**src/rtl/alu_issue_ctrl.sv**
```systemverilog
// alu_issue_ctrl: issue/capture stage wrapped around an external
// combinational alu. A command is registered, presented to the alu for
// SETTLE cycles, and the alu result is captured into an accumulator with
// zero/carry flags. The result is then offered downstream over valid/ready.
module alu_issue_ctrl #(
   parameter int unsigned WIDTH  = 8,
   parameter int unsigned SETTLE = 1
) (
   input  logic             clk,
   input  logic             rst_n,
   input  logic             cmd_valid,
   output logic             cmd_ready,
   input  logic [2:0]       cmd_op,
   input  logic [WIDTH-1:0] cmd_a,
   input  logic [WIDTH-1:0] cmd_b,
   input  logic             cmd_use_acc,
   output logic [WIDTH-1:0] alu_a,
   output logic [WIDTH-1:0] alu_b,
   output logic [2:0]       alu_sel,
   input  logic [WIDTH-1:0] alu_out,
   output logic             res_valid,
   input  logic             res_ready,
   output logic [WIDTH-1:0] res_data,
   output logic             res_zero,
   output logic             res_carry,
   output logic [WIDTH-1:0] acc
);

   typedef enum logic [1:0] {
      IDLE,
      EXEC,
      RESP
   } state_t;

   localparam logic [3:0] CNT_INIT = 4'(SETTLE - 1);

   state_t           state;
   state_t           state_nxt;
   logic [3:0]       cnt;
   logic [WIDTH-1:0] a_reg;
   logic [WIDTH-1:0] b_reg;
   logic [2:0]       op_reg;
   logic             accept;
   logic             capture;
   logic [WIDTH:0]   sum;
   logic             carry_nxt;

   assign cmd_ready = (state == IDLE);
   assign accept    = cmd_valid && cmd_ready;
   assign capture   = (state == EXEC) && (cnt == '0);

   assign alu_a   = a_reg;
   assign alu_b   = b_reg;
   assign alu_sel = op_reg;

   // State register
   always_ff @(posedge clk or negedge rst_n) begin
      if (!rst_n) begin
         state <= IDLE;
      end else begin
         state <= state_nxt;
      end
   end

   // Next-state: accept -> settle -> respond -> idle, no overlap
   always_comb begin
      state_nxt = state;
      case (state)
         IDLE:    if (accept)      state_nxt = EXEC;
         EXEC:    if (cnt == '0)   state_nxt = RESP;
         RESP:    if (res_ready)   state_nxt = IDLE;
         default:                  state_nxt = IDLE;
      endcase
   end

   // Carry/borrow derived from the registered operands, not from alu_out,
   // since the alu only returns WIDTH bits
   always_comb begin
      sum       = {1'b0, a_reg} + {1'b0, b_reg};
      carry_nxt = 1'b0;
      case (op_reg)
         3'b000:  carry_nxt = sum[WIDTH];
         3'b001:  carry_nxt = (a_reg < b_reg);
         default: carry_nxt = 1'b0;
      endcase
   end

   // Operand/opcode registers feeding the alu; held outside of an accept
   always_ff @(posedge clk or negedge rst_n) begin
      if (!rst_n) begin
         a_reg  <= '0;
         b_reg  <= '0;
         op_reg <= '0;
      end else if (accept) begin
         a_reg  <= cmd_use_acc ? acc : cmd_a;
         b_reg  <= cmd_b;
         op_reg <= cmd_op;
      end
   end

   // Settle counter: loaded on accept, counts down while in EXEC
   always_ff @(posedge clk or negedge rst_n) begin
      if (!rst_n) begin
         cnt <= '0;
      end else if (accept) begin
         cnt <= CNT_INIT;
      end else if ((state == EXEC) && (cnt != '0)) begin
         cnt <= cnt - 4'd1;
      end
   end

   // Result capture into the accumulator and flags at the end of settling
   always_ff @(posedge clk or negedge rst_n) begin
      if (!rst_n) begin
         res_data  <= '0;
         acc       <= '0;
         res_zero  <= 1'b0;
         res_carry <= 1'b0;
      end else if (capture) begin
         res_data  <= alu_out;
         acc       <= alu_out;
         res_zero  <= (alu_out == '0);
         res_carry <= carry_nxt;
      end
   end

   // Downstream valid: raised on capture, dropped on the handshake
   always_ff @(posedge clk or negedge rst_n) begin
      if (!rst_n) begin
         res_valid <= 1'b0;
      end else if (capture) begin
         res_valid <= 1'b1;
      end else if ((state == RESP) && res_ready) begin
         res_valid <= 1'b0;
      end
   end

endmodule

```
**config.mk**
```make
export PLATFORM = sky130hd
export DESIGN_NAME = alu_issue_ctrl
export DESIGN_NICKNAME = d
export VERILOG_FILES = /design/src/rtl/alu_issue_ctrl.sv
export SDC_FILE = /design/constraint.sdc
export NUM_CORES = 1
export LEC_CHECK = 0
export ABC_CLOCK_PERIOD_IN_PS = 1600
export CAP_MARGIN = 25
export CORE_UTILIZATION = 39
export DETAILED_ROUTE_END_ITERATION = 8
export PLACE_DENSITY = 0.75
export RECOVER_POWER = 50
export SKIP_LAST_GASP = 1
export SLEW_MARGIN = 15
export SYNTH_ARGS = -nofsm -noshare
export SYNTH_HDL_FRONTEND = slang
export SYNTH_SLANG_ARGS = --single-unit
```
**constraint.sdc**
```tcl
create_clock -name clk -period 1.6 [get_ports clk]
set_input_delay 0.32 -clock clk [delete_from_list [all_inputs] [get_ports clk]]
set_output_delay 0.32 -clock clk [all_outputs]
set_load 0.02 [all_outputs]
```
==> summary.md <==
| Metric | Value |
|---|---|
| Failing checks | design-rule violations, negative setup slack |
| Ant diodes | 0 |
| CTS tree | done |
| Seq/Total Area, Yosys | a little under 50% |
| Sequential share of power | 31.5% |
| Clock latency on the worst-skew pair | 0.29 ns |
| Vias per Instance | approximately 4.8 |
| HP Class | reg -> reg |
| Ys Warns | 0 |
| Initial antenna violation count | 0 |
| Die ar. | approximately 5000 µm² |
| Post-route setup TNS | -0.04200 ns |
| DR vias | 1529 |
| Post-synthesis xor/xnor area fraction | less than 1% |
| Clock root cell | clkbuf_8 |
| Syn_area_per_cell | between 10 and 15 µm² |
| Yosys top cell by area | dfrtp_1 |
| Reg area | ~900 µm² |
| Setup violators final | 1 |
| Worst-path fanout max | 3 |
| Status | complete, but fails checks |
| Drt pass-1 iters | 6 |
| Adder-cell share of the synthesized area | between 10% and 20% |
| Final core occ | between 60 and 70% |
| CTS H-tree depth | 2 |
| CP max-delay cell | or3b_4 |
| Routability cong. | about 0.76 |
| Final setup margin | -0.04200 ns |
| Post-synth cell types | 32 |
| Multi-input gate area | around 870 µm² |
| Clock Path Buffers | 2 |
| Port Buf Inserts | 70 |
| Placed inst area | 2671 µm² |
| Combinational power share | between 50 and 60% |
| I/O pin count | 71 |
| Post-synth top area share | 48.39% |
| Post-Synthesis Cells | 186 |
| WS Path Type | reg -> reg |
| Slew HR | between 40% and 50% |
| Row count | 24 |
| Tcrit/Tclk final | 102.6% |
| Mux cell area share after synthesis | under 10% |
| Clock share of power | about an eighth |
| Net Sw Frac | 44.27% |
| WL/cell | 13.34 µm |
| Total Routing Usage GR | 18.00% |
| Cell leakage power | 1.361 nW |
| Pwr Density | between 2000 and 2500 nW/µm² |
| Final Power | 5.568 mW |
| Gr ovfl total | 0 |
| Post-synthesis simple-gate area fraction | between 10 and 15% |
| Yosys reg bits | 36 |
| Kind of cell adding the most delay to the critical path | simple AND/OR/NAND/NOR gates |
| Max_cap viols | 0 |
| Mapped Nets | around 230 |
| Slew Viols, Final | 0 |
| Complex-gate fraction of the synthesized area | 9.745% |
| Final net count | slightly above 300 |
| Initial DRC Count | 91 |
| Hold Vio Cnt, Final | 0 |
| Clk pin slew, worst setup/hold paths | around 0.08 ns |
| First-pass GRT wire length | slightly below 7 mm |
| CP cell instances | inv_2 -> ha_4 -> nor3b_4 -> or3b_4 -> nor4_2 -> xnor2_1 -> nor2_1 |
| Hpwl dp | between 3 and 4 mm |
| Setup Skew | 0.007574 ns |
| Synth Cell Area | about 1900 µm² |
| CP max stage delay | 0.41 ns |
| Worst ir drop on vdd | about 0.00080 V |
| CTS sink cnt | 36 |
| Worst-Margin Slew | 0.7558 ns |
| Worst EP required | ~1.8 ns |
| Antenna Nets Post-Route | 0 |
| Vias in the first global route | between 1500 and 2000 |
| Worst setup SP type | register |
| DRC violations left | 5 |
| Synth top area cells | dfrtp_1, ha_1, nand2_1, o21ai_0, mux2_2 |
| Layout cells sized above 1 | about 16% |
| Layout overhead on the synthesized area | 47.45% |
| Chip Width | about 70 µm |
| CORE AREA | between 4000 and 5000 µm² |
| F_max | a little over 600 MHz |
| Largest net degree at the start of global routing | 24 |
| Crit. End Element | register |
| Main combinational cell family by area after synthesis | simple AND/OR/NAND/NOR gates |
| Critical path arrival | about 1.8 ns |
| Final Cell Area | around 2700 µm² |
| Fill cells | 387 |
| Initial core utilization | between 40% and 50% |
| Int Pwr | a little over 3 mW |
| Net Switching | 2.465 mW |
| Fin crit period | about 1.6 ns |
| RSZ-0062 raised after global routing | true |
| WP buf/inv | 1 |
| CTS Buf Count | 5 |
| Die Ht | a little over 70 µm |
| Drt total wl | around 4.2 mm |
-- synthesized netlist by cell type, drive strengths merged --
library cell	count
nand2b	1
mux2	8
a211oi	1
xnor2	2
o21bai	2
dfrtp	36
nor2b	1
a21oi	4
o31ai	1
nor3b	2
ha	15
or4	1
inv	13
nand2	33
mux2i	8
buf	9
or4b	1
clkbuf	6
nand3b	1
nand3	2
o211ai	1
nand4	1
o21ai	23
nor4	4
nor3	1
and2	1
a311oi	1
or3b	1
nor2	6
-- registers in the layout, summed over array words and instances (netlist names) --
| register | count |
|---|---|
| alu_a | 8 |
| res_zero | 1 |
| state | 2 |
| alu_sel | 3 |
| cnt | 4 |
| acc | 8 |
| res_carry | 1 |
| alu_b | 8 |
| res_valid | 1 |
-- final timing paths --
path	from	end	slack (ns)	depth (start not counted)
worst min-delay path	res_zero	res_zero	0.49	2
worst min register to register	res_zero	res_zero	0.49	2
min in group asynchronous	rst_n	alu_b[5]	0.61	2
worst max register to register	cnt[0]	cnt[3]	-0.04	7
worst max-delay path	cnt[0]	cnt[3]	-0.04	7
max in group asynchronous	rst_n	alu_a[5]	0.21	3
-- kinds of logic (layout without fill, tap and decap cells) --
logic type | after synthesis | count (layout)
AOI/OAI and AO/OA | 33 | 33
buffers and inverters | 28 | 106
xor gates and xnor gates | 2 | 2
DFF | 36 | 36
muxes | 16 | 16
and+or+nand+nor | 56 | 56
adders and majority gates | 15 | 15
-- metal layers --
layer  up-vias  share of wire [%]  GRT usage (%)
li1        775                  -              -
met1       695                 45          21.83
met2        55                 47          30.02
met3         4                6.6          5.840
met4         0               0.93          6.667
met5         -                  0              0
-- through the flow --
step | hold WS (ns) | setup WS (ns) | std cells
floorplan | 0.02441 | -0.09406 | 186
global placement | 0.2278 | 0.03723 | 306
detailed placement | 0.2295 | -0.06398 | 306
CTS | 0.4495 | -0.03776 | 315
global route | 0.5566 | -0.1176 | 316
finish | 0.4878 | -0.04200 | 316
-- power groups by stage --
stage	Sequential, mW	Combinational [mW]	Clock [mW]
2_1_floorplan	2.15	1.52	0
3_3_place_gp	1.74	3.32	0
3_5_place_dp	1.76	3.41	0
4_1_cts	1.75	3.16	0.681
5_1_grt	1.82	3.45	0.733
6_report	1.75	3.15	0.666
-- worst reg2reg max path, cell delays in order, from the launching register on --
cell and delay, ns:
dfrtp_1 0.37, inv_2 0.05, ha_4 0.15, nor3b_4 0.14, or3b_4 0.41, nor4_2 0.18
xnor2_1 0.16, nor2_1 0.06
-- cells in the final DEF, fill, tap and decap left out, types with 2 or more instances in the layout --
cell | synthesis | routed
dfrtp_1 | 36 | 34
nand2_1 | 33 | 33
dlygate4sd2_1 | 0 | 33
clkdlybuf4s50_1 | 0 | 30
o21ai_0 | 23 | 20
ha_1 | 15 | 13
inv_1 | 13 | 11
mux2_2 | 8 | 8
mux2i_1 | 8 | 8
buf_4 | 8 | 8
clkbuf_8 | 0 | 6
nor2_1 | 6 | 5
clkbuf_2 | 1 | 5
a21oi_1 | 4 | 4
o21ai_1 | 0 | 3
nor4_1 | 3 | 3
clkbuf_1 | 5 | 3
dlymetal6s2s_1 | 0 | 3
inv_2 | 0 | 2
nand3_1 | 2 | 2
o21bai_1 | 2 | 2
dfrtp_2 | 0 | 2
clkinv_2 | 0 | 2
-- repair_timing --
action                                  in CTS  in global routing
pin swaps                                    3                  3
endpoints found under the setup margin      39                 19
buffers inserted                             0                  1
endpoints found under the hold margin       12                  0
hold buffers                                 1                  0
gates resized for setup                     39                 18
-- final cells by class --
type	count	share of cell area, %
clock buffer	6	3.008
clock inverter	2	0.3646
inverter	13	1.778
multi-input combinational	122	31.72
sequential	36	32.91
tap	52	2.370
timing repair buffer	85	27.85
(Power assumes the default switching activity.)
